### src/rtl/fill_arbiter.sv
// Merges dirty fills and clean refills into single-beat AXI writes of tag+data line words,
// round-robin arbitrated and throttled by an outstanding-B credit count.
module fill_arbiter #(
   parameter int ADDR_WIDTH      = 32,
   parameter int DATA_WIDTH      = 32,
   parameter int ID_WIDTH        = 4,
   parameter int INDEX_WIDTH     = 10,
   parameter int OFFSET_WIDTH    = 6,
   parameter int TAG_WIDTH       = 16,
   parameter int BLANK_WIDTH     = 4,
   parameter int TAG_SIZE        = 2 + TAG_WIDTH + BLANK_WIDTH,
   parameter int FILL_ID         = 0,
   parameter int MAX_OUTSTANDING = 4
) (
   input  logic                           clk,
   input  logic                           rst_n,
   input  logic                           fill_valid_i,
   output logic                           fill_ready_o,
   input  logic [ADDR_WIDTH+DATA_WIDTH-1:0] fill_data_i,
   input  logic                           refill_valid_i,
   output logic                           refill_ready_o,
   input  logic [ADDR_WIDTH+DATA_WIDTH-1:0] refill_data_i,
   output logic [ID_WIDTH-1:0]            awid_o,
   output logic [ADDR_WIDTH-1:0]          awaddr_o,
   output logic [7:0]                     awlen_o,
   output logic                           awvalid_o,
   input  logic                           awready_i,
   output logic [TAG_SIZE+DATA_WIDTH-1:0] wdata_o,
   output logic                           wlast_o,
   output logic                           wvalid_o,
   input  logic                           wready_i,
   input  logic [ID_WIDTH-1:0]            bid_i,
   input  logic [1:0]                     bresp_i,
   input  logic                           bvalid_i,
   output logic                           bready_o,
   output logic                           err_o,
   output logic                           busy_o
);

   localparam int LINE_W = TAG_SIZE + DATA_WIDTH;
   localparam int LOW_W  = INDEX_WIDTH + OFFSET_WIDTH;
   localparam logic [3:0] MAX_CNT = 4'(MAX_OUTSTANDING);

   typedef enum logic [0:0] {S_IDLE, S_SEND} state_t;

   state_t                state_q, state_d;
   logic [3:0]            outstanding_q, outstanding_d;
   logic                  last_fill_q, last_fill_d;
   logic                  aw_done_q, aw_done_d;
   logic                  w_done_q, w_done_d;
   logic                  awvalid_q, awvalid_d;
   logic                  wvalid_q, wvalid_d;
   logic                  err_q, err_d;
   logic [ADDR_WIDTH-1:0] awaddr_q, awaddr_d;
   logic [LINE_W-1:0]     wdata_q, wdata_d;

   logic                  idle, credit, b_live;
   logic                  fill_win, refill_win, fill_grant, grant;
   logic                  aw_hs, w_hs;
   logic [ADDR_WIDTH+DATA_WIDTH-1:0] sel_data;
   logic [ADDR_WIDTH-1:0] sel_addr;
   logic                  unused_bid;

   assign unused_bid = ^bid_i;

   assign idle   = (state_q == S_IDLE);
   // A B arriving this cycle frees its slot immediately, so a grant may share the cycle.
   assign b_live = bvalid_i && (outstanding_q != 4'd0);
   assign credit = (outstanding_q < MAX_CNT) || b_live;

   // last_fill_q high means fill won the previous grant, so refill wins the next tie.
   assign fill_win   = fill_valid_i && (!refill_valid_i || !last_fill_q);
   assign refill_win = refill_valid_i && (!fill_valid_i || last_fill_q);

   assign fill_ready_o   = idle && credit && fill_win;
   assign refill_ready_o = idle && credit && refill_win;

   assign fill_grant = fill_ready_o;
   assign grant      = fill_ready_o || refill_ready_o;
   assign sel_data   = fill_grant ? fill_data_i : refill_data_i;
   assign sel_addr   = sel_data[ADDR_WIDTH+DATA_WIDTH-1 -: ADDR_WIDTH];

   assign aw_hs = awvalid_q && awready_i;
   assign w_hs  = wvalid_q && wready_i;

   always_comb begin
      state_d     = state_q;
      last_fill_d = last_fill_q;
      aw_done_d   = aw_done_q;
      w_done_d    = w_done_q;
      awvalid_d   = awvalid_q;
      wvalid_d    = wvalid_q;
      awaddr_d    = awaddr_q;
      wdata_d     = wdata_q;

      case (state_q)
         S_IDLE: begin
            if (grant) begin
               state_d     = S_SEND;
               last_fill_d = fill_grant;
               aw_done_d   = 1'b0;
               w_done_d    = 1'b0;
               awvalid_d   = 1'b1;
               wvalid_d    = 1'b1;
               awaddr_d    = {{TAG_WIDTH{1'b0}}, sel_addr[LOW_W-1:0]};
               wdata_d     = {1'b1, fill_grant, sel_addr[ADDR_WIDTH-1 -: TAG_WIDTH],
                              {BLANK_WIDTH{1'b0}}, sel_data[DATA_WIDTH-1:0]};
            end
         end
         S_SEND: begin
            aw_done_d = aw_done_q || aw_hs;
            w_done_d  = w_done_q || w_hs;
            awvalid_d = !aw_done_d;
            wvalid_d  = !w_done_d;
            if (aw_done_d && w_done_d) begin
               state_d = S_IDLE;
            end
         end
         default: begin
            state_d   = S_IDLE;
            awvalid_d = 1'b0;
            wvalid_d  = 1'b0;
         end
      endcase
   end

   always_comb begin
      outstanding_d = outstanding_q;
      case ({grant, b_live})
         2'b10:   outstanding_d = outstanding_q + 4'd1;
         2'b01:   outstanding_d = outstanding_q - 4'd1;
         default: outstanding_d = outstanding_q;
      endcase
      // A B with nothing outstanding is a protocol error, as is any non-OKAY response.
      err_d = err_q || (bvalid_i && ((bresp_i != 2'b00) || (outstanding_q == 4'd0)));
   end

   always_ff @(posedge clk) begin
      if (!rst_n) begin
         state_q       <= S_IDLE;
         outstanding_q <= 4'd0;
         last_fill_q   <= 1'b0;
         aw_done_q     <= 1'b0;
         w_done_q      <= 1'b0;
         awvalid_q     <= 1'b0;
         wvalid_q      <= 1'b0;
         err_q         <= 1'b0;
         awaddr_q      <= '0;
         wdata_q       <= '0;
      end else begin
         state_q       <= state_d;
         outstanding_q <= outstanding_d;
         last_fill_q   <= last_fill_d;
         aw_done_q     <= aw_done_d;
         w_done_q      <= w_done_d;
         awvalid_q     <= awvalid_d;
         wvalid_q      <= wvalid_d;
         err_q         <= err_d;
         awaddr_q      <= awaddr_d;
         wdata_q       <= wdata_d;
      end
   end

   assign awid_o    = ID_WIDTH'(FILL_ID);
   assign awaddr_o  = awaddr_q;
   assign awlen_o   = 8'd0;
   assign awvalid_o = awvalid_q;
   assign wdata_o   = wdata_q;
   assign wlast_o   = 1'b1;
   assign wvalid_o  = wvalid_q;
   assign bready_o  = 1'b1;
   assign err_o     = err_q;
   assign busy_o    = (state_q != S_IDLE) || (outstanding_q != 4'd0);

endmodule

### config.mk
export PLATFORM = sky130hd
export DESIGN_NAME = fill_arbiter
export DESIGN_NICKNAME = d
export VERILOG_FILES = /design/src/rtl/fill_arbiter.sv
export SDC_FILE = /design/constraint.sdc
export NUM_CORES = 1
export LEC_CHECK = 0
export CAP_MARGIN = 20
export CORE_MARGIN = 1
export CORE_UTILIZATION = 36
export DETAILED_ROUTE_END_ITERATION = 7
export PLACE_DENSITY = 0.88
export SLEW_MARGIN = 20
export SYNTH_ARGS = -nofsm -noshare
export SYNTH_HDL_FRONTEND = slang
export SYNTH_SLANG_ARGS = --single-unit
### constraint.sdc
create_clock -name clk -period 2.75 [get_ports clk]
set_input_delay 0.55 -clock clk [delete_from_list [all_inputs] [get_ports clk]]
set_output_delay 0.55 -clock clk [all_outputs]
set_load 0.05 [all_outputs]
==> results of run 1 <==
[flip-flops by register name (all words and copies together), names as in the netlist]
signal and flops:
w_done_q 1, wvalid_o 1, state_q 1, outstanding_q 4, err_o 1, aw_done_q 1
awaddr_o 16, awvalid_o 1, wdata_o 50
[power groups by stage]
stage                     Combinational, W  Sequential, W  Clock [W]
final                              0.00331        0.00163   0.000840
after global routing               0.00352        0.00167   0.000929
after CTS                          0.00331        0.00162   0.000876
after detailed placement           0.00330        0.00164          0
after global placement             0.00323        0.00163          0
after floorplan                    0.00136        0.00262          0
[stage by stage]
stage | instances | power [W] | setup TNS [ns] | worst slack, ns
floorplan | 498 | 0.00398 | 0 | 0.374
global placement | 780 | 0.00486 | 0 | 0.0674
detailed placement | 780 | 0.00494 | -0.0224 | -0.0224
CTS | 796 | 0.00581 | 0 | 0.135
global route | 796 | 0.00612 | 0 | 0.148
finish | 796 | 0.00578 | 0 | 0.276
[routing by layer]
metal	up-vias	routed length (um)
li1	1915	-
met1	1851	4420
met2	182	5840
met3	27	883
met4	0	315
met5	-	0
[Yosys cell counts, drive strengths merged]
master | count | area share
buf | 63 | 0.13
and3 | 1 | 0.0031
nor2 | 8 | 0.0082
nor4b | 1 | 0.0024
o21ai | 70 | 0.097
nand3 | 1 | 0.0027
nand2 | 69 | 0.071
nand2b | 1 | 0.0017
nor4bb | 1 | 0.0027
clkbuf | 8 | 0.0086
o21bai | 1 | 0.0052
mux2i | 2 | 0.0055
nor4 | 1 | 0.0017
a21oi | 138 | 0.19
conb | 2 | 0.0021
ha | 3 | 0.010
inv | 5 | 0.0058
nor2b | 3 | 0.0052
o31ai | 2 | 0.0041
clkinv | 1 | 0.0010
a311oi | 1 | 0.0024
a32oi | 2 | 0.0048
or2 | 1 | 0.0017
or3 | 1 | 0.0017
dfxtp | 76 | 0.42
xor2 | 3 | 0.0072
and2 | 1 | 0.0021
[logic make-up after synthesis]
family	after synthesis	share of synthesized area
DFF	76	0.418
buffers and inverters	77	0.150
AOI/OAI and AO/OA	214	0.303
other	2	0.00206
adders and majority gates	3	0.0103
muxes	2	0.00549
and+or+nand+nor	89	0.104
xor gates and xnor gates	3	0.00721
[how the worst min path moves through the flow]
stage	from	end	slack, ns	cells past startpoint
after floorplan	aw_done_q$_SDFFE_PN0P_	aw_done_q$_SDFFE_PN0P_	0.45	2
after global placement	err_o$_SDFF_PN0_	err_o$_SDFF_PN0_	0.44	2
after detailed placement	err_o$_SDFF_PN0_	err_o$_SDFF_PN0_	0.45	2
after CTS	err_o$_SDFF_PN0_	err_o$_SDFF_PN0_	0.46	2
after global routing	err_o$_SDFF_PN0_	err_o$_SDFF_PN0_	0.49	2
final	err_o$_SDFF_PN0_	err_o$_SDFF_PN0_	0.46	2
[timing repair]
| item | in CTS | in global routing |
|---|---|---|
| endpoints found under the setup margin | 0 | 1 |
| gates resized for setup | 0 | 1 |
| hold buffers | 0 | 0 |
[cells in the final DEF, fill, tap and decap left out, types with 8 or more instances in the layout]
master	instances
o21ai_0	48
dfxtp_1	76
nand2_1	69
o21ai_1	21
clkdlybuf4s50_1	205
nor2_1	8
a21oi_1	138
conb_1	34
buf_4	12
clkbuf_8	9
[cell type report]
cell class	count	area share
Clock buffer	10	0.0220
Clock inverter	6	0.0112
Inverter	6	0.00432
Multi-Input combinational cell	345	0.294
Sequential cell	76	0.263
Tap cell	133	0.0287
Timing Repair Buffer	220	0.377
[worst max-delay path, cell delays in order (launching register included)]
cell and delay [ns]:
dfxtp_1 0.38, nor4_2 0.41, nand2_1 0.09, clkdlybuf4s50_1 0.71
==> qor.yml, run 1 <==
outcome: "finished clean"
nets: 802
clk_latency_ns: 0.34
worstPathMaxFanout: 4
endpoint_kind: "primary output"
clk_pin_slew_ns: 0.08
cts.sinks: 76
die-area_sq_um: 10500
syn_area_per_cell_sq_um: 7.82
start_util: 0.373
cts-root-buf: "clkbuf_8"
fmax_ghz: 0.404
synth_area_sq_um: 3640
r2r_slack_ns: 0.47
grt_antenna_before_repair: 0
power.share.combinational: 0.572
power_density_nw_per_um2: 997
wirelength_mm: 11.5
grt_pass1_vias: 3739
design_area_sq_um: 5800
cts_setup_buffers: 0
ant_nets: 0
utilization: 0.593
port_buffers: 208
cellLeakagePower_nw: 2.33
maxSlewViolCount: 0
ys_ff_latch: 76
r2r_end: "outstanding_q[2]$_SDFFE_PN0P_"
critPathKind: "reg -> out"
gp_congestion: 0.836
final-hold-violation-count: 0
routedWlPerCell_um: 14.4
fp.dieH_um: 103
syn_inst: 466
drt_iter0_drc: 130
ys_types: 36
diodes: 0
die_w_um: 103
r2r_start: "outstanding_q[3]$_SDFFE_PN0P_"
ys.warnings.count: 0
io_pins: 247
ys_seq_area_frac: 0.418
crit_arrival_ns: 1.92
drc: 0
grt_busiest_layer: "met2"
grt_usage: 0.205
max-cap-violations: 0
period_needed_ns: 2.47
dr.pass1.iters: 4
grt_pass1_wl_mm: 17.0
rows: 36
cp.required_ns: 2.20
startpoint: "outstanding_q[3]$_SDFFE_PN0P_"
cts_tree: "done"
worst_pin_slew_ns: 0.693
clock-skew-final_ns: 0.00887
grtUsageMet3: 0.0685
rsz0062_at_grt: "no"
dpl.hpwl_mm: 8.12
netSwitchingPower_w: 0.00281
min_path_type: "reg -> reg"
use_met1: 0.216
peakVddDrop_uv: 640
multiInputGateArea_sq_um: 1700
grt.overflow.total: 0
final.fill_count: 860
worstSetupEndpoint: "busy_o"
num_vias: 3975
clkPwrFrac: 0.145
placed_area_sq_um: 5600
holdWs_ns: 0.459
worst_setup_path_start_kind: "register"
maxSlewHeadroom: 0.538
core_area_sq_um: 9770
cts_max_level: 3
drive_gt1_frac: 0.0573
p_int_w: 0.00297
swShare: 0.486
period_share: 0.900
vias_per_cell: 4.99
clock_path_buffers: 2
grt_max_degree: 66
regArea_sq_um: 1520
met2_usage: 0.372
setup_viol: 0
area.growth.synth_to_final_pct: 59.1
numCtsBuffers: 9
reg2reg_depth: 9
seqPwrFrac: 0.282
(Power assumes the default switching activity.)
==> inputs of run 2 (changes only) <==
- HOLD_SLACK_MARGIN: unset -> 0.03
==> results of run 2 <==
The final DEF is identical to that of run 1; final timing and power are the same.
